File: config.mk
export PLATFORM = sky130hd
export DESIGN_NAME = sum_accum_pipe_flat
export DESIGN_NICKNAME = d
export VERILOG_FILES = /design/src/rtl/sum_accum_pipe_if.sv /design/src/rtl/sum_accum_pipe.sv /design/src/flat_wrapper.sv
export SDC_FILE = /design/constraint.sdc
export NUM_CORES = 1
export LEC_CHECK = 0
export CAP_MARGIN = 15
export CORE_AREA = 10 10 108 110
export CTS_BUF_LIST = sky130_fd_sc_hd__clkbuf_8
export DETAILED_ROUTE_END_ITERATION = 10
export DIE_AREA = 0 0 118 120
export GPL_TIMING_DRIVEN = 0
export PLACE_DENSITY = 0.44
export SYNTH_ARGS = -nofsm -noshare
export SYNTH_HDL_FRONTEND = slang
export SYNTH_SLANG_ARGS = --single-unit
File: constraint.sdc
create_clock -name clk -period 5.6 [get_ports clk]
set_input_delay 1.4 -clock clk [delete_from_list [all_inputs] [get_ports clk]]
set_output_delay 1.4 -clock clk [all_outputs]
set_load 0.1 [all_outputs]
File: src/rtl/sum_accum_pipe_if.sv
// Streaming bus for sum_accum_pipe: operand/opcode request side and result side.
interface sum_accum_pipe_if #(
  parameter int WIDTH     = 8,
  parameter int ACC_WIDTH = 12
);
  logic [WIDTH-1:0]     in_a;
  logic [WIDTH-1:0]     in_b;
  logic [1:0]           in_op;
  logic                 in_valid;
  logic                 in_ready;
  logic [ACC_WIDTH-1:0] out_sum;
  logic                 out_valid;
  logic                 out_ready;
  logic                 overflow;

  modport master (
    output in_a, in_b, in_op, in_valid, out_ready,
    input  in_ready, out_sum, out_valid, overflow
  );

  modport slave (
    input  in_a, in_b, in_op, in_valid, out_ready,
    output in_ready, out_sum, out_valid, overflow
  );
endinterface

File: src/rtl/sum_accum_pipe.sv
// Two-stage valid/ready adder/accumulator: S1 registers a+b, S2 applies the
// opcode to the running accumulator with optional saturation and sticky overflow.
module sum_accum_pipe #(
  parameter int WIDTH     = 8,
  parameter int ACC_WIDTH = 12,
  parameter bit SATURATE  = 1'b1
) (
  input  logic                clk,
  input  logic                rst,
  sum_accum_pipe_if.slave     io
);
  localparam int STAGES = 2;

  typedef enum logic [1:0] {
    OP_LOAD = 2'b00,
    OP_ACC  = 2'b01,
    OP_SUB  = 2'b10,
    OP_CLR  = 2'b11
  } op_e;

  typedef struct packed {
    logic [WIDTH:0] s;
    op_e            op;
  } s1_t;

  logic [STAGES:1]    vld_pipe;
  s1_t                s1;
  logic [ACC_WIDTH-1:0] acc, acc_nxt;
  logic               ovf, ovf_nxt;
  logic               s2_free, move, in_fire;
  logic [ACC_WIDTH:0] s_ext, sum_ext, diff_ext;

  assign s2_free     = ~vld_pipe[2] | io.out_ready;
  assign move        = vld_pipe[1] & s2_free;
  assign io.in_ready = ~vld_pipe[1] | s2_free;
  assign in_fire     = io.in_valid & io.in_ready;

  assign io.out_valid = vld_pipe[2];
  assign io.out_sum   = acc;
  assign io.overflow  = ovf;

  // One extra bit exposes the carry (ACC) or the borrow (SUB) as the MSB.
  assign s_ext    = {{(ACC_WIDTH-WIDTH){1'b0}}, s1.s};
  assign sum_ext  = {1'b0, acc} + s_ext;
  assign diff_ext = {1'b0, acc} - s_ext;

  always_comb begin
    acc_nxt = acc;
    ovf_nxt = ovf;
    case (s1.op)
      OP_LOAD: acc_nxt = s_ext[ACC_WIDTH-1:0];
      OP_ACC: begin
        if (sum_ext[ACC_WIDTH]) begin
          acc_nxt = SATURATE ? '1 : sum_ext[ACC_WIDTH-1:0];
          ovf_nxt = 1'b1;
        end else begin
          acc_nxt = sum_ext[ACC_WIDTH-1:0];
        end
      end
      OP_SUB: begin
        if (diff_ext[ACC_WIDTH]) begin
          acc_nxt = SATURATE ? '0 : diff_ext[ACC_WIDTH-1:0];
          ovf_nxt = 1'b1;
        end else begin
          acc_nxt = diff_ext[ACC_WIDTH-1:0];
        end
      end
      OP_CLR: begin
        acc_nxt = '0;
        ovf_nxt = 1'b0;
      end
      default: ;
    endcase
  end

  always_ff @(posedge clk) begin
    if (rst) begin
      vld_pipe <= '0;
      s1       <= '0;
      acc      <= '0;
      ovf      <= 1'b0;
    end else begin
      if (in_fire) begin
        s1.s  <= {1'b0, io.in_a} + {1'b0, io.in_b};
        s1.op <= op_e'(io.in_op);
      end
      // in_ready implies S1 is either empty or draining this cycle
      if (io.in_ready) vld_pipe[1] <= io.in_valid;
      if (move) begin
        acc         <= acc_nxt;
        ovf         <= ovf_nxt;
        vld_pipe[2] <= 1'b1;
      end else if (io.out_ready) begin
        vld_pipe[2] <= 1'b0;
      end
    end
  end
endmodule

File: src/flat_wrapper.sv
// flat-port wrapper written by rule: the top's interface ports become plain ports
module sum_accum_pipe_flat 
#(
  parameter int WIDTH     = 8,
  parameter int ACC_WIDTH = 12,
  parameter bit SATURATE  = 1'b1
)
  (clk, rst, io_in_a, io_in_b, io_in_op, io_in_valid, io_out_ready, io_in_ready, io_out_sum, io_out_valid, io_overflow);
  sum_accum_pipe_if #(.WIDTH(WIDTH), .ACC_WIDTH(ACC_WIDTH)) io_i ();
  input  logic clk;
  input  logic rst;
  input wire logic [$bits(io_i.in_a)-1:0] io_in_a;
  input wire logic [$bits(io_i.in_b)-1:0] io_in_b;
  input wire logic [$bits(io_i.in_op)-1:0] io_in_op;
  input wire logic [$bits(io_i.in_valid)-1:0] io_in_valid;
  input wire logic [$bits(io_i.out_ready)-1:0] io_out_ready;
  output wire logic [$bits(io_i.in_ready)-1:0] io_in_ready;
  output wire logic [$bits(io_i.out_sum)-1:0] io_out_sum;
  output wire logic [$bits(io_i.out_valid)-1:0] io_out_valid;
  output wire logic [$bits(io_i.overflow)-1:0] io_overflow;
  assign io_i.in_a = io_in_a;
  assign io_i.in_b = io_in_b;
  assign io_i.in_op = io_in_op;
  assign io_i.in_valid = io_in_valid;
  assign io_i.out_ready = io_out_ready;
  assign io_in_ready = io_i.in_ready;
  assign io_out_sum = io_i.out_sum;
  assign io_out_valid = io_i.out_valid;
  assign io_overflow = io_i.overflow;
  sum_accum_pipe #(.WIDTH(WIDTH), .ACC_WIDTH(ACC_WIDTH), .SATURATE(SATURATE)) u_core (.clk(clk), .rst(rst), .io(io_i));
endmodule
==> reports/summary.json <==
{
  "status": {
    "run_status": "completed"
  },
  "clock_tree": {
    "cts.sinks": 26,
    "clockBufferDepth": 2,
    "worst_skew_pair.late_latency_ps": 290,
    "clk_root_buffer_cell": "clkbuf_8",
    "worst_setup_hold_path_clk_slew_ps": 110,
    "cts-resized-gates": 0,
    "cts_tree": "yes",
    "cts_hold_buffers": 0,
    "post-cts-setup-buffer-count": 0,
    "total_number_of_h_tree_levels": 1,
    "numCtsBuffers": 3
  },
  "cells_and_area": {
    "mostFrequentLayoutCell": "clkdlybuf4s50_1",
    "most_frequent_cells_in_the_layout": "35 x clkdlybuf4s50_1, 32 x nand2_1, 26 x ha_1, 26 x dfxtp_1, 25 x nor2_1",
    "layout-drive-gt1-share_pct": 8.60,
    "nets": 424,
    "area_growth_pct": 21.7,
    "fillCellCount": 1063,
    "insertedDiodeCount": 0
  },
  "timing": {
    "final.min_clock_period_ps": 4760,
    "fin_ws_ps": 835,
    "slew_viol_final": 0,
    "worst_slew_pin_slew_ps": 990,
    "grt_setup_unrepaired": "no",
    "post-route-period-util_pct": 85.1,
    "setup_tns_ps": 0,
    "relSlewSlack_pct": 33.8,
    "report.final.setup_viol": 0,
    "worst_hold_margin_ps": 478,
    "timing.clock.skew_ps": 11.7,
    "fmax_mhz": 210,
    "timing_hold_violations_final": 0
  },
  "synthesis": {
    "mappedNetlistNets": 384,
    "synth.lib_cells_used.distinct": 69,
    "synth.yosys.seq_area_share_pct": 19.8,
    "async_set_reset_flop_share_out_of_synthesis_pct": 0,
    "syn_area_mm2": 0.00263,
    "yosys_warnings": 0,
    "syn-mean-instance-area_um2": 7.91,
    "synth_edf_count": 0,
    "yosys_most_used_dff": "dfxtp_1",
    "post_synth_inst_count": 333,
    "ys_ff_latch": 26
  },
  "critical_path": {
    "setup.worst_path.class": "input pin to primary output",
    "r2r_slack_ps": 3020,
    "timing.rr.end": "u_core.io.out_sum[3]",
    "worst_path_dominant_cell_family": "buffers and inverters",
    "end_kind": "primary output",
    "worst_setup_path_start_kind": "input pin",
    "r2r_start": "u_core.s1[2]",
    "timing.critical_path.buf_inv": 3,
    "max_stage_delay_ps": 1150,
    "critical-path-top-cell-by-count": "clkdlybuf4s50_1",
    "timing.critical_path.arrival_ps": 3360,
    "path_max_fanout": 9,
    "critical_path.cell_chain": "clkdlybuf4s50_1 -> nor2b_1 -> buf_2 -> nand2_1 -> clkdlybuf4s50_1",
    "cp_required_ps": 4200,
    "reg2regPathDepth": 8,
    "critical_path.slowest_cell": "clkdlybuf4s50_1"
  },
  "floorplan": {
    "floorplan.rows": 36,
    "die_width_um": 118,
    "top_level_port_count": 37,
    "start_util_pct": 27.6,
    "die_height_um": 120,
    "core-area_mm2": 0.00955,
    "design.die.area_mm2": 0.0142
  },
  "power_and_ir_drop": {
    "leakage_nw": 1.25,
    "cellPowerDensity_mw_per_mm2": 200,
    "peakVddDrop_v": 0.0000831
  },
  "worst_hold_path": {
    "holdCritPathClass": "flip-flop to flip-flop",
    "min-delay-start": "u_core.io.overflow",
    "min_path_cells": 2,
    "holdPathEnd": "u_core.io.overflow"
  },
  "placement": {
    "place_congestion": 0.873,
    "detailed_place_hpwl_mm": 6.71,
    "place.port_buffers": 35,
    "preCtsSetupSlack_ps": 834
  },
  "routing": {
    "post_drt_wl_per_cell_um": 16.4,
    "remaining_drc_errors": 0,
    "drt_pre_antenna_iters": 4,
    "total_routed_length_mm": 8.27,
    "vias": 2515,
    "drt-vias-per-instance": 4.98,
    "antenna_violating_nets_post_route": 0,
    "first_iter_violations": 110
  },
  "global_route": {
    "antenna_violations_before_repair": 0,
    "grtUsageTotal_pct": 11.6,
    "grt_pass1_vias": 2562,
    "maximum_number_of_pins_on_one_net_before_global_route_repair": 15,
    "global_route_wire_length_before_repair_mm": 13.6,
    "gr_overflow_total": 0
  },
  "flow_run": {
    "drv_cap": 0
  }
}
==> Yosys cell counts, drive strengths merged (4+ instances only) <==
cell    number  area (µm²)
xnor2       10        87.6
a211oi       6        55.1
nor3        15        80.1
nand2b       8        50.1
o21ai       17         100
a31oi        6        37.5
or3          4        25.0
o21a         8        67.6
dfxtp       26         521
o211ai       4        30.0
a21o         7        52.6
and2         4        25.0
o31ai        5        51.3
nor2b       10        72.6
buf          9        48.8
nand2       32         120
ha          26         325
a21oi       21         105
xor2         4        35.0
nor2        26         100
inv         20        75.1
or2          5        31.3
clkbuf       7        26.3
==> power by group <==
part	total, mW	internal [mW]	switching [mW]
clock network	0.132	0.0632	0.0692
logic	0.295	0.116	0.179
registers	0.211	0.197	0.0144
==> worst register-to-register path: cells and delay by family (launching register included) <==
kind	cells	cell delay (ps)
compound gates	5	1300
simple gates	1	190
fa+ha+maj	2	620
flops	1	370
==> worst max-delay path by stage <==
stage | startpoint | end | cells after the start
finish | io_out_ready | io_in_ready | 5
detailed placement | io_out_ready | io_in_ready | 5
CTS | io_out_ready | io_in_ready | 5
floorplan | io_out_ready | io_in_ready | 3
global route | io_out_ready | io_in_ready | 5
global placement | io_out_ready | io_in_ready | 5
==> final cells by class <==
type                    count  area, µm²  area share [%]
inverters                  20       75.1            2.34
flip-flops and latches     26        520            16.2
multi-input cells         271       1960            61.2
plain buffers              16       75.1            2.34
repair buffers             35        350            10.9
clock buffers               4       55.1            1.72
well taps                 133        166            5.19
==> state kept, by name (all words and copies together), names as in the netlist <==
name / count
u_core.vld_pipe: 2
u_core.io.out_sum: 12
u_core.io.overflow: 1
u_core.s1: 11
==> routing by layer <==
layer	up-vias	share of wire, %	wire (µm)	GRT usage (%)
met3	8	3.8	315	1.64
li1	1287	-	-	-
met5	-	0	0	0
met4	0	1.4	117	3.32
met2	53	48	3960	20.5
met1	1167	47	3880	14.3
==> cell families after synthesis <==
family          synth area share, %
simple gates                   22.3
compound gates                 31.8
fa+ha+maj                      14.6
mux                            1.14
flops                          19.8
xor+xnor                       4.66
buf+inv                        5.70
==> metrics by stage <==
| stage | instances | utilization (%) | cell area (µm²) | power (mW) |
|---|---|---|---|---|
| floorplan | 333 | - | 2630 | 0.430 |
| CTS | 505 | 33.6 | 3200 | 0.645 |
| global placement | 501 | 33.0 | 3150 | 0.510 |
| finish | 505 | 33.6 | 3200 | 0.639 |
| detailed placement | 501 | 33.0 | 3150 | 0.510 |
| global route | 505 | 33.6 | 3200 | 0.683 |
Power figures use the tool's default switching activity.
